`config.mk`:
```
export PLATFORM = sky130hd
export DESIGN_NAME = inv_mix_columns_seq
export DESIGN_NICKNAME = d
export VERILOG_FILES = /design/src/rtl/aes_dec_pkg.sv /design/src/rtl/inv_mix_columns_seq_col.sv /design/src/rtl/inv_mix_columns_seq.sv
export SDC_FILE = /design/constraint.sdc
export NUM_CORES = 1
export LEC_CHECK = 0
export ABC_CLOCK_PERIOD_IN_PS = 4700
export BUFFER_PORTS_ARGS = -buffer_cell sky130_fd_sc_hd__buf_2
export CAP_MARGIN = 20
export CORE_ASPECT_RATIO = 0.9
export CORE_MARGIN = 10
export CORE_UTILIZATION = 35
export CTS_BUF_LIST = sky130_fd_sc_hd__clkbuf_8
export CTS_CLUSTER_SIZE = 24
export DETAILED_ROUTE_END_ITERATION = 7
export PLACE_DENSITY_LB_ADDON = 0.08
export SLEW_MARGIN = 0
export SYNTH_ARGS = -nofsm -noshare
export SYNTH_HDL_FRONTEND = slang
export SYNTH_SLANG_ARGS = --single-unit
export TNS_END_PERCENT = 20
```
`constraint.sdc`:
```
create_clock -name clk -period 4.7 [get_ports clk]
set_clock_uncertainty 0.05 [all_clocks]
set_input_delay 0.94 -clock clk [delete_from_list [all_inputs] [get_ports clk]]
set_output_delay 0.94 -clock clk [all_outputs]
set_load 0.05 [all_outputs]
```
`src/rtl/aes_dec_pkg.sv`:
```
// Shared types and column helpers for the AES decryption datapath.
// A 128-bit state holds four 32-bit columns, column 0 in the top bits.
package aes_dec_pkg;

  localparam int unsigned NUM_COLS = 4;
  localparam int unsigned COL_W    = 32;
  localparam int unsigned STATE_W  = 128;

  typedef enum logic [1:0] {
    IDLE = 2'b00,
    RUN  = 2'b01,
    DONE = 2'b10
  } state_e;

  function automatic logic [COL_W-1:0] get_col(input logic [STATE_W-1:0] s,
                                               input logic [1:0]         idx);
    logic [COL_W-1:0] c;
    case (idx)
      2'd0:    c = s[127:96];
      2'd1:    c = s[95:64];
      2'd2:    c = s[63:32];
      2'd3:    c = s[31:0];
      default: c = s[127:96];
    endcase
    return c;
  endfunction

  function automatic logic [STATE_W-1:0] set_col(input logic [STATE_W-1:0] s,
                                                 input logic [1:0]         idx,
                                                 input logic [COL_W-1:0]   c);
    logic [STATE_W-1:0] r;
    r = s;
    case (idx)
      2'd0:    r[127:96] = c;
      2'd1:    r[95:64]  = c;
      2'd2:    r[63:32]  = c;
      2'd3:    r[31:0]   = c;
      default: r = s;
    endcase
    return r;
  endfunction

endpackage

```
`src/rtl/inv_mix_columns_seq_col.sv`:
```
// Combinational inverse-MixColumns for one 32-bit column over GF(2^8), poly 0x11B.
// Byte 0 is the most significant byte of the column.
module inv_mix_columns_seq_col (
  input  logic [31:0] col_i,
  output logic [31:0] col_o
);

  function automatic logic [7:0] xtime(input logic [7:0] b);
    return {b[6:0], 1'b0} ^ (b[7] ? 8'h1b : 8'h00);
  endfunction

  // Constant multiply built from the x2/x4/x8 doublings selected by k.
  function automatic logic [7:0] gf_mul(input logic [7:0] b, input logic [3:0] k);
    logic [7:0] x2, x4, x8;
    x2 = xtime(b);
    x4 = xtime(x2);
    x8 = xtime(x4);
    return (k[0] ? b  : 8'h00) ^ (k[1] ? x2 : 8'h00) ^
           (k[2] ? x4 : 8'h00) ^ (k[3] ? x8 : 8'h00);
  endfunction

  logic [7:0] b0_s, b1_s, b2_s, b3_s;

  assign b0_s = col_i[31:24];
  assign b1_s = col_i[23:16];
  assign b2_s = col_i[15:8];
  assign b3_s = col_i[7:0];

  assign col_o[31:24] = gf_mul(b0_s, 4'he) ^ gf_mul(b1_s, 4'hb) ^
                        gf_mul(b2_s, 4'hd) ^ gf_mul(b3_s, 4'h9);
  assign col_o[23:16] = gf_mul(b0_s, 4'h9) ^ gf_mul(b1_s, 4'he) ^
                        gf_mul(b2_s, 4'hb) ^ gf_mul(b3_s, 4'hd);
  assign col_o[15:8]  = gf_mul(b0_s, 4'hd) ^ gf_mul(b1_s, 4'h9) ^
                        gf_mul(b2_s, 4'he) ^ gf_mul(b3_s, 4'hb);
  assign col_o[7:0]   = gf_mul(b0_s, 4'hb) ^ gf_mul(b1_s, 4'hd) ^
                        gf_mul(b2_s, 4'h9) ^ gf_mul(b3_s, 4'he);

endmodule

```
`src/rtl/inv_mix_columns_seq.sv`:
```
// Iterative InvMixColumns: one shared column helper walks the four columns,
// one per clock; a bypass path serves the final decryption round.
module inv_mix_columns_seq
  import aes_dec_pkg::state_e, aes_dec_pkg::IDLE, aes_dec_pkg::RUN,
         aes_dec_pkg::DONE, aes_dec_pkg::STATE_W, aes_dec_pkg::get_col,
         aes_dec_pkg::set_col;
#(
  parameter int unsigned NUM_COLS = 4,
  parameter int unsigned COL_W    = 32
) (
  input  logic               clk,
  input  logic               rst_n,
  input  logic               flush,
  input  logic               in_valid,
  output logic               in_ready,
  input  logic               in_bypass,
  input  logic [STATE_W-1:0] in_data,
  output logic               out_valid,
  input  logic               out_ready,
  output logic [STATE_W-1:0] out_data,
  output logic               busy,
  output logic [1:0]         col_idx
);

  localparam logic [1:0] LAST_COL = 2'(NUM_COLS - 1);

  state_e             state_q, state_d;
  logic [STATE_W-1:0] data_q, data_d;
  logic [1:0]         col_q, col_d;
  logic [COL_W-1:0]   col_in_s, col_out_s;

  assign col_in_s = get_col(data_q, col_q);

  inv_mix_columns_seq_col u_col (
    .col_i (col_in_s),
    .col_o (col_out_s)
  );

  // Next-state, datapath and column-counter control; flush overrides everything.
  always_comb begin
    state_d = state_q;
    data_d  = data_q;
    col_d   = col_q;
    if (flush) begin
      state_d = IDLE;
      col_d   = 2'd0;
    end else begin
      case (state_q)
        IDLE: begin
          if (in_valid) begin
            data_d  = in_data;
            col_d   = 2'd0;
            state_d = in_bypass ? DONE : RUN;
          end else begin
            state_d = IDLE;
          end
        end
        RUN: begin
          data_d = set_col(data_q, col_q, col_out_s);
          if (col_q == LAST_COL) begin
            col_d   = 2'd0;
            state_d = DONE;
          end else begin
            col_d   = col_q + 2'd1;
          end
        end
        DONE: begin
          if (out_ready) begin
            state_d = IDLE;
          end else begin
            state_d = DONE;
          end
        end
        default: begin
          state_d = IDLE;
          col_d   = 2'd0;
        end
      endcase
    end
  end

  // State, working state register and column counter.
  always_ff @(posedge clk or negedge rst_n) begin
    if (!rst_n) begin
      state_q <= IDLE;
      data_q  <= '0;
      col_q   <= 2'd0;
    end else begin
      state_q <= state_d;
      data_q  <= data_d;
      col_q   <= col_d;
    end
  end

  // Handshake and status flags decode directly from the state register.
  always_comb begin
    in_ready  = 1'b0;
    out_valid = 1'b0;
    busy      = 1'b0;
    case (state_q)
      IDLE: in_ready = 1'b1;
      RUN:  busy     = 1'b1;
      DONE: begin
        out_valid = 1'b1;
        busy      = 1'b1;
      end
      default: in_ready = 1'b0;
    endcase
  end

  assign col_idx  = col_q;
  assign out_data = data_q;

endmodule

```
; ---- Word level (Yosys, flattened, before mapping)
; Index checks and enable logic that the tools add are counted.
[totals]
ff_bits = 132
input_bits = 134
output_inout_bits = 133
wordCells = 114
[classes]
add_sub_neg = 1
eq_ne = 13
mux = 32
n_bitwise = 53
n_reduce_logical = 9
[op_table]
columns = operator, count
row1 = 8-bit bitwise XOR, 51
row2 = 128-bit one-hot mux with 2 select lines, 1
row3 = 128-bit two-way mux, 1
row4 = 32-bit two-way mux, 4
row5 = 32-bit one-hot mux with 4 select lines, 1
row6 = 5-bit two-way mux, 12
row7 = 2-bit two-way mux, 8
row8 = 4-bit AND reduction, 4
row9 = 2-bit one-hot mux with 3 select lines, 2
row10 = 8-bit by 5-bit bitwise XOR with 8-bit output, 1
row11 = "2-bit equality test, second input constant", 3
row12 = "2-bit by 1-bit != test with 1-bit output, second input constant", 3
row13 = "2-bit != test, second input constant", 3
row14 = "3-bit != test, second input constant", 2
row15 = "2-bit by 1-bit equality test with 1-bit output, second input constant", 2
row16 = 2-bit zero test, 2
row17 = 1-bit two-way mux, 3
row18 = "2-bit by 1-bit adder with 2-bit output, second input constant", 1
row19 = 2-bit AND reduction, 1
row20 = 2-bit nonzero test, 1
row21 = 2-bit OR reduction, 1
row22 = 1-bit inverter, 1

; ---- Depth between registers and ports, before layout
; Gate-level depths: netlist of the first run.
[depth]
word_depth = 14
ltp_mapped = 15
depth_no_buf = 10

; ---- By module
; From an unflattened synthesis of the first run, not the netlist that was laid out.
[hier_totals]
cells_unflattened = 931
hier_area_um2 = 9544.2
[modules_own_cells]
columns = mod, instances, cells_each, area_each_um2, seq_area_each_um2
row1 = inv_mix_columns_seq, 1, 728, 7308.3, 3303.2
row2 = inv_mix_columns_seq_col, 1, 203, 2235.9, 0.0

; ---- Worst setup path before layout of the first run
; Ideal clock, no wire load.
[synth_path]
path_kind = register -> register
start = register col_q[0] (netlist: col_idx[0])
end = register data_q[38] (netlist: out_data[38])
setup_time_ns = 0.131
t_arrival_ns = 3.463
required_time_ns = 4.519
path_slack_ns = 1.056
path_stages_with_launch = 13
n_path_buf = 2
synth_period_minus_slack_ns = 3.644
cell_sequence = dfrtp_1 -> inv_1 -> ha_1 -> buf_6 -> buf_6 -> a222oi_1 -> xor2_1 -> a21oi_1 -> xnor2_1 -> xnor3_1 -> xnor2_1 -> nor2_1 -> o21ai_0
[synth_via]
elab_chain_len = 12
elab_cells_between_ends = 35
cone_classes = eq/ne: 4 / mux: 7 / bitwise: 22 / reduce/logical: 2
[synth_rtl]
columns = item, line_no
row1 = from (decl), inv_mix_columns_seq.sv:29  ; logic [1:0] col_q, col_d;
row2 = from (signal assigned), inv_mix_columns_seq.sv:91  ; col_q <= col_d;
row3 = 2-bit equality test (tied with other cells), aes_dec_pkg.sv:18  ; case (idx)
row4 = 32-bit one-hot mux with 4 select lines, aes_dec_pkg.sv:18
row5 = 5-bit two-way mux, inv_mix_columns_seq_col.sv:9  ; return {b[6:0], 1'b0} ^ (b[7] ? 8'h1b : 8'h00);
row6 = 8-bit bitwise XOR (3 in a row), inv_mix_columns_seq_col.sv:9
row7 = 8-bit bitwise XOR, inv_mix_columns_seq_col.sv:19  ; (k[2] ? x4 : 8'h00) ^ (k[3] ? x8 : 8'h00);
row8 = 8-bit bitwise XOR (2 in a row), inv_mix_columns_seq_col.sv:35  ; assign col_o[7:0] = gf_mul(b0_s, 4'hb) ^ gf_mul(b1_s, 4'hd) ^
row9 = 8-bit bitwise XOR, inv_mix_columns_seq_col.sv:36  ; gf_mul(b2_s, 4'h9) ^ gf_mul(b3_s, 4'he);
row10 = 32-bit two-way mux, aes_dec_pkg.sv:33  ; case (idx)
row11 = 128-bit one-hot mux with 2 select lines, inv_mix_columns_seq.sv:48  ; case (state_q)
row12 = to (signal assigned), inv_mix_columns_seq.sv:90  ; data_q <= data_d;
row13 = to (decl), inv_mix_columns_seq.sv:28  ; logic [STATE_W-1:0] data_q, data_d;
; Several ways; a longest one is shown, not always the timed one. The select of a mux whose other input is x is not followed.
; A chain may end at the register's enable or synchronous reset.

; ---- Final worst setup path of the first run
; Ends and elaborated chain as after synthesis.

==> results_dict.tcl, run 1 <==
set metrics [dict create \
    synth_top_area_cell "dfrtp_1" \
    postPlaceCellArea_um2 12200 \
    numPortBuffers 266 \
    gp_routability_congestion 0.974 \
    hpwl_um 37300 \
    clk_transition_reported_paths_ns 0.10 \
    grt_max_degree 101 \
    edff_count_synth 0 \
    remaining_drc_errors 1 \
    synth.most_common_cell "xnor2_1" \
    globalRouteTotalUtil 0.252 \
    finalInstanceArea_um2 12700 \
    yosysWarningCount 0 \
    drt_first_pass_iters 8 \
    crit_path_start_kind "flop" \
    die_outline_area_um2 36700 \
    final.setup.tns_ns 0 \
    ant_nets 0 \
    netlist_top_cells_count "xnor2_1, nand2_1, dfrtp_1" \
    cp_data_arrival_time_ns 4.64 \
    clock_latency_reported_for_the_late_side_of_the_worst_skew_pair_ns 0.46 \
    detailedRoute.firstIterationViolations 1053 \
    cts_setup_buffers 0 \
    die_height_um 183 \
    via_per_inst 5.37 \
    timing.max_cap.violations 0 \
    area_delta_synth_final_pct 23.0 \
    met3RoutedLength_um 3680 \
    drive_gt1_frac 0.280 \
    finalCritPeriodShare 0.930 \
    design.portCount 267 \
    outcome "finished, violations left" \
    cts_root_buf "clkbuf_8" \
    numCtsBuffers 17 \
    criticalPathCategory "reg -> reg" \
    synth_largest_type_area_fraction 0.321 \
    die_x_um 201 \
    postSynthNetCount 1344 \
    dp.cells 1826 \
    grt_pass1_vias 10213 \
    ys_seq_elements 132 \
    synth.lib_cells_used.distinct 45 \
    worst-slew-pin-transition_ns 1.32 \
    totalWireLength_um 47600 \
    netlist_top_cells_area "dfrtp_1, xnor2_1, xor2_1, nand2_1, a21oi_1" \
    multiInputGateArea_um2 6520 \
    post_cts_hold_buffer_count 0 \
    clock_sink_count 132 \
    syn-cell-area_um2 10300 \
    max-clock-path-buffers 2 \
    postSynth.topFlopCell "dfrtp_1" \
    wl_met1_um 21300 \
    placeableCoreArea_um2 28900 \
    violations "design-rule violations" \
    syn-mean-instance-area_um2 8.57 \
    htree_num_levels 4 \
    ff_latch_area_um2 3300 \
    maxSlewViolCount 0 \
    post-route-min-period_ns 4.37 \
    grt_setup_unrepaired "no" \
    crit_path_end_kind "flop" \
    met2_wirelength_um 21700 \
    timing.hold.worst.class "reg -> reg" \
    highest-signal-layer "met4" \
    core.rowCount 59 \
    layout.nets 1591 \
    stdcell_count 1858 \
    antenna_cells_inserted 0 \
    grt_first_pass_wirelength_um 69700 \
    dr_total_vias 9977 \
    initial_antenna_violation_count 0 \
    proportion_of_register_bits_with_asynchronous_set_or_reset_after_synthesis 1.00 \
    post_cts_resized 0 \
    postSynthCellCount 1202 \
    fmax_mhz 229 \
    initial_utilization 0.356 \
    post_drt_wl_per_cell_um 25.6 \
    ys_seq_area_frac 0.321 \
    final.fill_count 3050 \
    overflow 0 \
    cts_tree "built" \
    final_layout_worst_hold_slack_ns 0.473 \
    setup_viol 0 \
    required_ns 4.97 \
    worst_slew_margin_rel 0.120 \
    cp_max_fo 20 \
    final_hold_viol_count 0 \
]
metal layers:
metal	track usage	vias to the layer above
li1	-	4584
met1	0.343	4920
met2	0.393	422
met3	0.0620	51
met4	0.0617	0
met5	0	-
layout make-up:
class,instances,area share
Clock inverter,15,0.0172
Clock buffer,17,0.0185
Tap cell,396,0.0391
Inverter,8,0.00237
Sequential cell,132,0.261
Multi-Input combinational cell,954,0.515
Timing Repair Buffer,336,0.147
per-stage QoR:
stage           util  worst slack, ns
2_1_floorplan      -             1.06
3_3_place_gp   0.422            0.503
3_5_place_dp   0.422            0.432
4_1_cts        0.438            0.417
5_1_grt        0.438            0.185
6_report       0.438            0.331
worst max-delay path: stages, from the launching register on:
cell	delay, ns
dfrtp_1	0.44
inv_1	0.11
ha_1	0.28
buf_4	0.25
a222oi_1	0.90
xnor2_1	0.31
mux2i_1	0.60
xnor3_1	0.45
xnor2_1	0.18
nor2_1	0.47
o21ai_0	0.18
cell usage in the layout (no fill, tap or decap), types with 2 or more instances in the layout:
cell       instances
xor3_1             2
a21oi_1          101
o21ai_1           10
a222oi_1          32
bufinv_16          4
inv_8              3
buf_2            265
clkbuf_8          17
ha_2               2
nand4_1            8
mux2i_1           20
inv_6              5
o21ai_2           17
ha_1               6
xnor3_1           19
nor2_1           119
and2_4             2
o21ai_0           90
xnor2_1          188
xor2_1            84
buf_4             70
o21a_1             2
nand3_1           11
or3_1              9
a21oi_2            5
a31oi_1           28
nand3b_1           3
o31ai_1           20
nand2_1          141
xnor2_2            6
dfrtp_1          132
nand2b_1           2
inv_1              7
inv_2              2
and2_1             3
and3_1            12
flip-flops by register name, summed over array words and instances (netlist names):
register,cells
col_idx,2
state_q,2
out_data,128
path summary, 6_finish.rpt:
kind                               from            to  slack (ns)  cells past startpoint
min reg2reg                out_data[82]  out_data[82]        0.47                      2
max reg2reg                  col_idx[0]  out_data[38]        0.33                     10
max in group asynchronous         rst_n   out_data[4]        3.01                      2
min in group asynchronous         rst_n  out_data[38]        0.55                      1
max                          col_idx[0]  out_data[38]        0.33                     10
min                        out_data[82]  out_data[82]        0.47                      2
logic make-up (layout without fill, tap and decap cells):
kind of cell	Yosys count	after routing	synth area share
AND/OR/NAND/NOR	316	316	0.129
AO/OA/AOI/OAI	309	309	0.183
XOR/XNOR	300	300	0.289
flip-flops	132	132	0.321
buffers and inverters	116	376	0.0488
multiplexers	21	21	0.0205
adder cells (fa/ha/maj)	8	8	0.00972
Power of run 1 is not shown: default switching activity piles up to over one toggle a cycle in this logic, so the estimate is an artifact.
==> inputs of run 2 (changes only) <==
Settings changed: ABC_CLOCK_PERIOD_IN_PS 4700 to 5600.
Clock period 4.7 ns to 5.6 ns, I/O delays scaled along.
==> run 2 against run 1 <==
Compared with the run above:
- the flow now finishes without violations
- register-to-register slack better by 0.79 ns
- global-route usage down 0.32 points
- count of clock-buffer cells in the layout did not move
- final cell count down 1.3%
- sequential cell count unchanged
- die area unchanged
- sequential share of layout area rose by 0.43 points
- via count shrank 0.60%
- critical path depth is 2 higher
- fmax decreased by 2.5%
- highest routed layer unchanged
==> results_dict.tcl, run 2 (synthesized netlist as in run 1, its figures left out) <==
set metrics [dict create \
    remaining_drc_errors 0 \
    die_height_um 183 \
    crit_path_start_kind "flop" \
    largest_register_ffs 128 \
    outcome "finished, final reports clean" \
    max-clock-path-buffers 2 \
    cts_setup_buffers 0 \
    criticalPathCategory "reg -> reg" \
    critPathMaxStageDelay_ns 0.64 \
    critical_path.cell_chain "inv_1, ha_1, buf_4, a222oi_1, buf_4, xor2_1, o21ai_0, xnor2_1, xnor2_1, xnor2_1, xnor2_1, o21ai_0" \
    final.setup.tns_ns 0 \
    crit_top_cell "xnor2_1" \
    regToRegSetupSlack_ns 1.12 \
    post_cts_resized 0 \
    r2r-start "col_idx[0]" \
    drt_first_pass_iters 6 \
    worst_slew_margin_rel 0.213 \
    post_drt_wl_per_cell_um 25.7 \
    cp_max_fo 18 \
    core.rowCount 59 \
    maxSlewViolCount 0 \
    hpwl_um 36600 \
    grt_first_pass_wirelength_um 68800 \
    area_delta_synth_final_pct 21.0 \
    grt_pass1_vias 10009 \
    post-route-min-period_ns 4.48 \
    hold_path_depth 2 \
    totalWireLength_um 47100 \
    drive_gt1_frac 0.268 \
    ff_latch_area_um2 3300 \
    clk_transition_reported_paths_ns 0.09 \
    finalCritPeriodShare 0.800 \
    post_cts_hold_buffer_count 0 \
    gp_routability_congestion 1.04 \
    layout.cells.most_common_list "buf_2, xnor2_1, nand2_1" \
    setup_viol 0 \
    hp-start "out_data[3]" \
    design.portCount 267 \
    htree_num_levels 4 \
    timing.critical_path.depth 12 \
    detailedRoute.firstIterationViolations 1326 \
    initial_utilization 0.356 \
    multiInputGateArea_um2 6530 \
    final_hold_viol_count 0 \
    reg2reg_to "out_data[52]" \
    required_ns 5.85 \
    die_x_um 201 \
    most_common_library_cell_in_the_layout_ignoring_fill_and_taps "buf_2" \
    die_outline_area_um2 36700 \
    numPortBuffers 266 \
    placeableCoreArea_um2 28900 \
    clock_sink_count 132 \
    layout.nets 1567 \
    grt_max_degree 86 \
    timing.critical_path.max_delay_family "compound AO/OA/AOI/OAI gates" \
    hold-path-endpoint "out_data[3]" \
    fmax_mhz 223 \
    timing.critical_path.buf_inv 3 \
    timing.hold.worst.class "reg -> reg" \
    via_per_inst 5.41 \
    final_layout_worst_hold_slack_ns 0.463 \
    antenna_cells_inserted 0 \
    numCtsBuffers 17 \
    overflow 0 \
    grt_setup_unrepaired "no" \
    cp_data_arrival_time_ns 4.73 \
    ant_nets 0 \
    cts_tree "built" \
    timing.reg2reg.worst_path_depth 12 \
    critical-path-slowest-cell "a222oi_1" \
    globalRouteTotalUtil 0.249 \
    initial_antenna_violation_count 0 \
    dr_total_vias 9917 \
    final.fill_count 3035 \
    worst-slew-pin-transition_ns 1.18 \
    cts_root_buf "clkbuf_8" \
    timing.max_cap.violations 0 \
    clock_latency_reported_for_the_late_side_of_the_worst_skew_pair_ns 0.46 \
    crit_path_end_kind "flop" \
]
==> run 2: worst max path at each step <==
stage               startpoint       endpoint
floorplan           col_idx[0]   out_data[38]
global placement    col_idx[0]  out_data[109]
detailed placement  col_idx[0]  out_data[110]
CTS                 col_idx[0]  out_data[110]
global route        col_idx[0]  out_data[116]
finish              col_idx[0]   out_data[52]
==> run 2: worst register-to-register path, cell delays in order, from the launching register on <==
cell,delay [ns]
dfrtp_1,0.42
inv_1,0.10
ha_1,0.36
buf_4,0.28
a222oi_1,0.65
buf_4,0.35
xor2_1,0.13
o21ai_0,0.62
xnor2_1,0.21
xnor2_1,0.32
xnor2_1,0.22
xnor2_1,0.47
o21ai_0,0.17
==> run 2: routing by layer <==
metal	routed length [µm]	vias to the layer above	track usage	share of wire
li1	-	4551	-	-
met1	20900	4867	0.340	0.44
met2	21500	444	0.393	0.46
met3	3590	55	0.0483	0.076
met4	1150	0	0.0696	0.024
met5	0	-	0	0
==> run 2: metrics by stage <==
step	utilization	instances	setup slack, ns	area [µm²]
4_1_cts	0.431	1834	1.24	12500
3_5_place_dp	0.417	1802	1.28	12100
6_report	0.431	1834	1.12	12500
2_1_floorplan	-	1202	1.96	10300
5_1_grt	0.431	1834	0.967	12500
3_3_place_gp	0.417	1802	1.37	12100
==> run 2: cell type report <==
type / count / share of cell area
Clock buffer: 17 / 0.0188
Timing Repair Buffer: 312 / 0.136
Tap cell: 396 / 0.0398
Clock inverter: 15 / 0.0137
Inverter: 8 / 0.00241
Sequential cell: 132 / 0.265
Multi-Input combinational cell: 954 / 0.524
Power of run 2 is left out for the same reason.
